### src/rtl/uart_rx_fc.sv
// uart_rx_fc: UART receiver (start/8 data MSB first/opt parity/1-2 stop) with CTS flow control
module uart_rx_fc #(
    parameter logic [7:0]  MODOS_DE_OPERACAO = 8'b10110101,
    parameter logic [15:0] BAUD_DIV_SIM      = 16'd0
) (
    input  logic       Clock,
    input  logic       Reset_n,
    input  logic       DATA_IN,
    input  logic       RTS_IN,
    output logic       CTS,
    output logic [7:0] DATA_RX,
    output logic       DATA_VALID,
    input  logic       DATA_ACK,
    output logic       PARITY_ERR,
    output logic       FRAME_ERR,
    output logic       OVERRUN
);
    localparam logic [15:0] DIV = BAUD_DIV_SIM != 16'd0 ? BAUD_DIV_SIM :
        MODOS_DE_OPERACAO[7:6] == 2'b00 ? 16'd10416 :
        MODOS_DE_OPERACAO[7:6] == 2'b01 ? 16'd5208 :
        MODOS_DE_OPERACAO[7:6] == 2'b10 ? 16'd2604 : 16'd868;
    localparam logic [15:0] HALF = DIV >> 1;
    localparam logic ONE_STOP = MODOS_DE_OPERACAO[5];
    localparam logic FLOW     = MODOS_DE_OPERACAO[4];
    localparam logic ODD      = MODOS_DE_OPERACAO[1];
    localparam logic PAR_EN   = MODOS_DE_OPERACAO[0];

    typedef enum logic [2:0] {IDLE, START, DATA, PARITY, STOP1, STOP2, WAIT_IDLE} state_t;

    state_t      state, state_next;
    logic        sync1, sync2, line_q;
    logic [15:0] cnt;
    logic [2:0]  idx;
    logic [7:0]  shift;
    logic        perr_f, ferr_f, done;
    logic        half, full, fall, samp, finish;

    // Next state plus the bit-sample and frame-complete strobes
    always_comb begin
        half       = cnt == HALF;
        full       = cnt == DIV;
        fall       = line_q & ~sync2;
        state_next = state;
        samp       = 1'b0;
        finish     = 1'b0;
        case (state)
            IDLE:      if (fall && (!FLOW || RTS_IN)) state_next = START;
            START: begin
                samp = half;
                if (half) state_next = sync2 ? IDLE : DATA;
            end
            DATA: begin
                samp = full;
                if (full && idx == 3'd7) state_next = PAR_EN ? PARITY : STOP1;
            end
            PARITY: begin
                samp = full;
                if (full) state_next = STOP1;
            end
            STOP1: begin
                samp   = full;
                finish = full && (!sync2 || ONE_STOP);
                if (full) state_next = !sync2 ? WAIT_IDLE : ONE_STOP ? IDLE : STOP2;
            end
            STOP2: begin
                samp   = full;
                finish = full;
                if (full) state_next = sync2 ? IDLE : WAIT_IDLE;
            end
            WAIT_IDLE: if (sync2) state_next = IDLE;
            default:   state_next = IDLE;
        endcase
    end

    // State register
    always_ff @(posedge Clock) begin
        if (!Reset_n) state <= IDLE;
        else          state <= state_next;
    end

    // Line synchroniser, bit timing and frame assembly
    always_ff @(posedge Clock) begin
        if (!Reset_n) begin
            sync1  <= 1'b1;
            sync2  <= 1'b1;
            line_q <= 1'b1;
            cnt    <= '0;
            idx    <= '0;
            shift  <= '0;
            perr_f <= 1'b0;
            ferr_f <= 1'b0;
            done   <= 1'b0;
        end else begin
            sync1  <= DATA_IN;
            sync2  <= sync1;
            line_q <= sync2;
            cnt    <= (state == IDLE || state == WAIT_IDLE || samp) ? '0 : cnt + 16'd1;
            idx    <= state == START ? 3'd0 : (state == DATA && full) ? idx + 3'd1 : idx;
            if (state == DATA && full) shift <= {shift[6:0], sync2};
            perr_f <= state == START ? 1'b0 :
                      (state == PARITY && full) ? sync2 != (^shift ^ ODD) : perr_f;
            ferr_f <= finish ? !sync2 : ferr_f;
            done   <= finish;
        end
    end

    // Consumer handshake, overrun tracking and CTS
    always_ff @(posedge Clock) begin
        if (!Reset_n) begin
            DATA_RX    <= 8'h00;
            DATA_VALID <= 1'b0;
            PARITY_ERR <= 1'b0;
            FRAME_ERR  <= 1'b0;
            OVERRUN    <= 1'b0;
            CTS        <= 1'b1;
        end else begin
            CTS <= FLOW ? ~DATA_VALID : 1'b1;
            if (done && (!DATA_VALID || DATA_ACK)) begin
                DATA_RX    <= shift;
                PARITY_ERR <= perr_f;
                FRAME_ERR  <= ferr_f;
                DATA_VALID <= 1'b1;
                OVERRUN    <= 1'b0;
            end else if (done) begin
                OVERRUN <= 1'b1;
            end else if (DATA_VALID && DATA_ACK) begin
                DATA_VALID <= 1'b0;
                PARITY_ERR <= 1'b0;
                FRAME_ERR  <= 1'b0;
                OVERRUN    <= 1'b0;
            end
        end
    end
endmodule

### config.mk
export PLATFORM = sky130hd
export DESIGN_NAME = uart_rx_fc
export DESIGN_NICKNAME = d
export VERILOG_FILES = /design/src/rtl/uart_rx_fc.sv
export SDC_FILE = /design/constraint.sdc
export NUM_CORES = 1
export LEC_CHECK = 0
export CORE_MARGIN = 8
export CORE_UTILIZATION = 30
export DETAILED_ROUTE_END_ITERATION = 12
export PLACE_DENSITY = 0.45
export SETUP_SLACK_MARGIN = 0.2
export SLEW_MARGIN = 20
export SYNTH_ARGS = -nofsm -noshare
export SYNTH_HDL_FRONTEND = slang
export SYNTH_SLANG_ARGS = --single-unit
### constraint.sdc
create_clock -name Clock -period 3.85 [get_ports Clock]
set_input_delay 0.77 -clock Clock [delete_from_list [all_inputs] [get_ports Clock]]
set_output_delay 0.77 -clock Clock [all_outputs]
set_load 0.05 [all_outputs]
=== Word-level counts from Yosys, hierarchy flattened ===
Cells that the tools add are included.

* Register bits after elaboration: 49
* Logic and storage cells: 78
* Output and inout port bits: 13

* $add $sub $neg: 2
* Muxes and demuxes: 17
* Equal/unequal tests: 17
* Reductions and logical operators: 22
* Bitwise operators: 4

{| class="wikitable"
|+ Operator list
! cell !! count
|-
| $mux W3 || 7
|-
| $pmux W3 S6 || 1
|-
| $add A16 B1 Y16 const B || 1
|-
| $eq A16 B11 Y1 const B || 1
|-
| $eq A16 B12 Y1 const B || 1
|-
| $eq A3 B3 Y1 const B || 4
|-
| $ne A2 B2 Y1 const B || 5
|-
| $reduce_or A2 Y1 || 4
|-
| $reduce_xor A8 Y1 || 1
|-
| $mux W1 || 7
|-
| $eq A3 B2 Y1 const B || 2
|-
| $logic_and A1 B1 Y1 || 6
|-
| $reduce_and A6 Y1 || 1
|-
| $ne A2 B1 Y1 const B || 2
|-
| $reduce_bool A2 Y1 || 2
|-
| $reduce_or A4 Y1 || 1
|-
| $add A3 B1 Y3 const B || 1
|-
| $eq A3 B1 Y1 const B || 1
|-
| $logic_not A3 Y1 || 1
|-
| $logic_or A1 B1 Y1 || 3
|-
| $not A1 Y1 || 3
|-
| $logic_not A1 Y1 || 2
|-
| $mux W2 || 1
|-
| $pmux W1 S2 || 1
|-
| other kinds (3) || 3
|}

=== Longest topological paths before layout ===
Gate-level depths: netlist of the first run.

* Depth in word-level cells: 5
* Mapped depth: 8

=== Worst setup path after synthesis of the first run ===
Ideal clock, no wire load.

* Path kind: register to register
* From: register cnt[7]
* To: register state[2]
* Setup slack: 1.580 ns
* Cell stages (with the launch flop): 6
* Library setup time: 0.118 ns
* Arrival: 2.152 ns
* Clock period less this slack: 2.270 ns
* Required time: 3.732 ns
* Buffers on the path: 0
* Path through: dfxtp_1 or4_1 or4_4 o2bb2ai_2 or3b_2 o2111a_1

* Word-level cells in the longest chain between the ends: 4
* Elaborated cells on any way between the ends: 8
* Classes of those cells: eq/ne (6); reduce/logical (2)

{| class="wikitable"
|+ Ends and longest elaborated chain
! element !! line !! source
|-
| from (decl) || 32 || <nowiki>logic [15:0] cnt;</nowiki>
|-
| from (signal assigned) || 97 || <nowiki>cnt <= (state == IDLE || state == WAIT_IDLE || samp) ? '0 : cnt + 16'd1;</nowiki>
|-
| $eq A16 B12 Y1 || 41 || <nowiki>full = cnt == DIV;</nowiki>
|-
| $logic_and A1 B1 Y1 || 54 || <nowiki>if (full && idx == 3'd7) state_next = PAR_EN ? PARITY : STOP1;</nowiki>
|-
| $ne A2 B2 Y1 (no line) || - ||
|-
| $reduce_and A6 Y1 (no line) * || - ||
|-
| to (signal assigned) || 78 || <nowiki>else state <= state_next;</nowiki>
|-
| to (decl) || 30 || <nowiki>state_t state, state_next;</nowiki>
|}

Mark *: on every way between the ends. The rest lies on a longest branch, timed or not.
A chain may end at the register's enable or synchronous reset.

=== Worst setup path after layout of the first run ===
* From: register cnt[7]
* To: register shift[5]

* Word-level cells in the longest chain between the ends: 2

{| class="wikitable"
|+ Ends and longest elaborated chain
! element !! line !! source
|-
| $eq A16 B12 Y1 || 41 ||
|-
| $logic_and A1 B1 Y1 || 99 || <nowiki>if (state == DATA && full) shift <= {shift[6:0], sync2};</nowiki>
|-
| to (signal assigned) || 99 ||
|-
| to (decl) || 34 || <nowiki>logic [7:0] shift;</nowiki>
|}

Every way passes these cells.

==> results of run 1 <==
[worst max-delay path, stage by stage (launching register included)]
cell and delay, ns:
dfxtp_1 0.35, or4_1 0.58, nor4_1 0.54, nand3_1 0.62, mux2i_1 0.33, nor2b_1 0.07
[flip-flops by register name, summed over array words and instances (netlist names)]
name	flops
cnt	16
DATA_RX	8
shift	8
idx	3
state	3
CTS	1
DATA_VALID	1
FRAME_ERR	1
OVERRUN	1
PARITY_ERR	1
done	1
ferr_f	1
line_q	1
perr_f	1
sync1	1
sync2	1
[layout make-up]
cell class / count / area share, %
Tap cell: 99 / 4.83
Inverter: 8 / 1.17
Sequential cell: 49 / 38.3
Clock inverter: 3 / 0.879
Clock buffer: 5 / 2.69
Multi-Input combinational cell: 170 / 44.9
Timing Repair Buffer: 19 / 7.23
[cells by family (layout without fill, tap and decap cells)]
kind of cell	after synthesis	after routing	synth area share [%]
buf+inv	18	35	4.22
flops	49	49	44.1
simple gates	105	105	25.3
xor+xnor	23	23	9.67
fa+ha+maj	5	5	2.81
mux	11	11	4.95
compound gates	26	26	8.99
[power by group]
part           internal (mW)  total [mW]  switching (mW)
Combinational         0.0350      0.0764          0.0415
Clock                  0.129       0.305           0.176
Sequential             0.515       0.528          0.0128
[worst paths after layout]
check / from / endpoint / slack [ns]
setup / recovery: cnt[7] / shift[5] / 1.26
hold / removal: sync1 / sync2 / 0.42
setup reg to reg: cnt[7] / shift[5] / 1.26
hold reg to reg: sync1 / sync2 / 0.42
[synthesized netlist by cell type, types with 4 or more instances]
| cell | instances | area (sq um) |
|---|---|---|
| clkbuf_1 | 4 | 15.0 |
| nor3_1 | 4 | 20.0 |
| a21boi_0 | 9 | 67.6 |
| inv_1 | 8 | 30.0 |
| nor2_1 | 29 | 109 |
| dfxtp_1 | 49 | 981 |
| nor2b_1 | 10 | 62.6 |
| mux2i_1 | 11 | 110 |
| nand2_1 | 16 | 60.1 |
| nand2b_1 | 6 | 37.5 |
| ha_1 | 5 | 62.6 |
| xor2_1 | 9 | 78.8 |
| xnor2_1 | 13 | 114 |
| a21oi_1 | 4 | 20.0 |
| nand3_1 | 16 | 80.1 |
[metal layers]
| layer | GRT usage [%] | wire length, um | vias to the layer above |
|---|---|---|---|
| met3 | 2.38 | 165 | 2 |
| met1 | 10.2 | 2020 | 750 |
| met4 | 3.16 | 24 | 0 |
| li1 | - | - | 844 |
| met2 | 15.3 | 2200 | 19 |
| met5 | 0 | 0 | - |
==> flow_summary.json, run 1 <==
{
  "p_leak_nw": 0.910,
  "num_rows": 31,
  "hold_viol": 0,
  "max_freq_mhz": 387,
  "io_pins": 18,
  "synth_cell_types": 46,
  "syn_to_final_growth_pct": 15.1,
  "clock_path_buffers": 2,
  "track_usage_pct": 8.87,
  "die_area_sq_um": 10400,
  "finalSetupViolCount": 0,
  "grt_pass1_vias": 1609,
  "htree_levels": 2,
  "grt_first_pass_wirelength_mm": 7.47,
  "die_w_um": 102,
  "slew_headroom_pct": 54.0,
  "drtIter0Drc": 76,
  "antennaDiodeCount": 0,
  "arrival_ns": 2.79,
  "finalSetupTns_ns": 0,
  "dp.cells": 345,
  "min_path_cells": 1,
  "nets": 263,
  "cts_buffers": 5,
  "worstSetupPathType": "reg -> reg",
  "post_route_cells_drive_above_1_share_pct": 6.30,
  "clock_skew_ns": 0.0165,
  "syn_nets": 247,
  "dr_total_vias": 1615,
  "holdCritPathClass": "reg -> reg",
  "syn_inst": 237,
  "first_pass_iters": 4,
  "final_cells": 353,
  "end_kind": "register",
  "drv_cap": 0,
  "start_util_pct": 30.9,
  "finalPower_uw": 909,
  "vias_per_cell": 4.58,
  "cts_tree": "done",
  "worstRegToRegCells": 5,
  "powerDensity_nw_per_um2": 355,
  "synth_area_per_cell_sq_um": 9.39,
  "place_ws_ns": 1.24,
  "synth_edf_count": 0,
  "grt_max_degree": 25,
  "status": "complete, no violations",
  "synth-seq-cells": 49,
  "die_h_um": 102,
  "postCtsHoldBufs": 0,
  "cts_root_buf": "clkbuf_8",
  "n_fill_cell": 782,
  "wl_mm": 4.40,
  "worstPathMaxFanout": 11,
  "period_minus_slack_ns": 2.59,
  "yosysWarnings": 0,
  "finalWorstSetupSlack_ns": 1.26,
  "worstSkewPairLatency_ns": 0.31,
  "drcViolationCount": 0,
  "multi_input_comb_area_sq_um": 1150,
  "mappedNetlistArea_sq_um": 2230,
  "start_kind": "register",
  "dpl.hpwl_mm": 3.14,
  "worst_pin_slew_ns": 0.688,
  "wire_per_inst_um": 12.5,
  "fin_util_pct": 35.5,
  "cp_data_required_time_ns": 4.05,
  "post_cts_buffers": 0,
  "synthArstFlopShare_pct": 0,
  "seqCellArea_sq_um": 981,
  "place.gp.congestion": 0.722,
  "post_cts_resized": 0,
  "core_sq_um": 7210,
  "ant_nets": 0,
  "io_buffers": 17,
  "final_common_cell": "dfxtp_1",
  "fin_crit_sh_pct": 67.2,
  "seq_area_frac_synth_pct": 44.1,
  "grt_overflow": 0,
  "mostFrequentLayoutCells": "dfxtp_1, nor2_1, clkdlybuf4s50_1",
  "clock_sinks": 49,
  "cts.reportedPaths.clkPinSlew_ns": 0.10,
  "fin_area_sq_um": 2560,
  "ys.flop_type": "dfxtp_1",
  "timing.hold.ws_ns": 0.423,
  "antenna_found_initial": 0,
  "dpl_cell_area_sq_um": 2470,
  "irDropWorstVdd_mv": 0.144,
  "drv_slew": 0,
  "rsz0062_at_grt": "no"
}
No activity file was read; power rests on OpenSTA's default activity.
==> inputs of run 2 (changes only) <==
==> constraint.sdc (replaced) <==
create_clock -name Clock -period 2.4 [get_ports Clock]
set_input_delay 0.48 -clock Clock [delete_from_list [all_inputs] [get_ports Clock]]
set_output_delay 0.48 -clock Clock [all_outputs]
set_load 0.05 [all_outputs]
==> run 2 against run 1 <==
Final area up 4.8%; first-iteration DRC count down 24%; via count up 0.19%.
==> flow_summary.json, run 2 (synthesis results as in run 1) <==
{
  "reg.largest.list": "cnt (16), DATA_RX (8), shift (8)",
  "regToRegStartpoint": "cnt[15]",
  "dpl.hpwl_mm": 3.23,
  "dp.cells": 353,
  "clock_path_buffers": 2,
  "drv_cap": 0,
  "drcViolationCount": 0,
  "arrival_ns": 2.47,
  "grt_pass1_vias": 1608,
  "finalSetupViolCount": 0,
  "track_usage_pct": 9.28,
  "grt_overflow": 0,
  "fin_crit_sh_pct": 93.1,
  "vias_per_cell": 4.45,
  "start_util_pct": 30.9,
  "largest_register_ffs": 16,
  "regMostFlops": "cnt",
  "clock_skew_ns": 0.0101,
  "clock_sinks": 49,
  "die_area_sq_um": 10400,
  "n_fill_cell": 775,
  "worstSkewPairLatency_ns": 0.30,
  "drtIter0Drc": 58,
  "whs_endpoint": "sync2",
  "drv_slew": 0,
  "cts_tree": "done",
  "use_met3_pct": 2.25,
  "slowest_delay_ns": 0.58,
  "finalPower_mw": 1.46,
  "cts_buffers": 5,
  "post_route_cells_drive_above_1_share_pct": 12.5,
  "hold_viol": 0,
  "holdCritPathClass": "reg -> reg",
  "mostFrequentLayoutCells": "dfxtp_1, nor2_1, clkdlybuf4s50_1",
  "min_path_cells": 1,
  "wire_per_inst_um": 12.5,
  "reg2reg_to": "state[1]",
  "cts_root_buf": "clkbuf_8",
  "worstSetupPathType": "reg -> reg",
  "htree_levels": 2,
  "core_sq_um": 7210,
  "ant_nets": 0,
  "grt-busiest-layer": "met2",
  "finalSetupTns_ns": 0,
  "place.gp.congestion": 0.782,
  "postCtsHoldBufs": 0,
  "critPathSlowestCell": "or4_4",
  "die_w_um": 102,
  "irDropWorstVdd_mv": 0.244,
  "grt_use_met1_pct": 10.5,
  "wl_mm": 4.56,
  "path_cells": "or4bb_1 -> or4_4 -> o2bb2ai_4 -> or4b_1 -> a21boi_1",
  "worstRegToRegCells": 5,
  "io_buffers": 17,
  "rsz0062_at_grt": "yes",
  "antennaDiodeCount": 0,
  "first_pass_iters": 4,
  "rrSetupSlack_ns": 0.17,
  "max_freq_mhz": 447,
  "powerDensity_nw_per_um2": 542,
  "grt_max_degree": 17,
  "cts.reportedPaths.clkPinSlew_ns": 0.09,
  "status": "complete, no violations",
  "start_kind": "register",
  "cp_data_required_time_ns": 2.64,
  "grt_first_pass_wirelength_mm": 7.63,
  "final_common_cell": "dfxtp_1",
  "nets": 274,
  "end_kind": "register",
  "final_cells": 364,
  "worstHoldStart": "sync1",
  "period_minus_slack_ns": 2.23,
  "slew_headroom_pct": 66.3,
  "die_h_um": 102,
  "syn_to_final_growth_pct": 20.7,
  "worst_pin_slew_ns": 0.503,
  "dr_total_vias": 1618,
  "p_leak_nw": 0.963,
  "num_rows": 31,
  "antenna_found_initial": 0,
  "grt_use_met2_pct": 16.5,
  "io_pins": 18,
  "worstPathMaxFanout": 4
}
run 2: where the power goes:
group | internal (mW) | switching (mW)
combinational | 0.0600 | 0.0700
clock | 0.206 | 0.278
sequential | 0.823 | 0.0196
run 2: layer usage:
metal / wire (um) / vias to the layer above
li1: - / 861
met1: 2120 / 741
met2: 2270 / 12
met3: 129 / 4
met4: 49 / 0
met5: 0 / -
run 2: worst max-delay path: cells and delay by family (launching register included):
kind / cells / cell delay, ns
DFF: 1 / 0.33
and+or+nand+nor: 3 / 1.55
AOI/OAI and AO/OA: 2 / 0.28
run 2: through the flow:
step | util, % | instance area, sq um | setup WS [ns] | hold WS [ns]
final | 37.2 | 2690 | 0.165 | 0.419
after floorplan | - | 2230 | 0.160 | 0.386
after global routing | 37.2 | 2690 | 0.0925 | 0.437
after global placement | 35.1 | 2530 | 0.129 | 0.388
after detailed placement | 35.1 | 2530 | 0.109 | 0.400
after CTS | 37.2 | 2680 | 0.162 | 0.429
run 2: how the worst max path moves through the flow:
stage                           to  cells after the start  slack (ns)  startpoint
final                     state[1]                      5        0.17     cnt[15]
after CTS                 state[1]                      5        0.16     cnt[15]
after detailed placement  state[2]                      5        0.11      cnt[3]
after floorplan           state[2]                      5        0.16      cnt[3]
after global placement    state[2]                      5        0.13      cnt[3]
after global routing      state[1]                      5        0.09     cnt[15]
run 2: timing repair:
action,in CTS,in global routing
buffers inserted,3,0
endpoints found under the setup margin,19,21
pin swaps,6,0
gates resized for setup,11,1
run 2: area by class of cell:
| class | count | area (sq um) | area share (%) |
|---|---|---|---|
| multi-input cells | 170 | 1180 | 43.8 |
| flip-flops and latches | 49 | 992 | 36.9 |
| repair buffers | 30 | 275 | 10.2 |
| well taps | 99 | 124 | 4.61 |
| clock buffers | 6 | 72.6 | 2.70 |
| inverters | 8 | 30.0 | 1.12 |
| clock inverters | 2 | 15.0 | 0.559 |
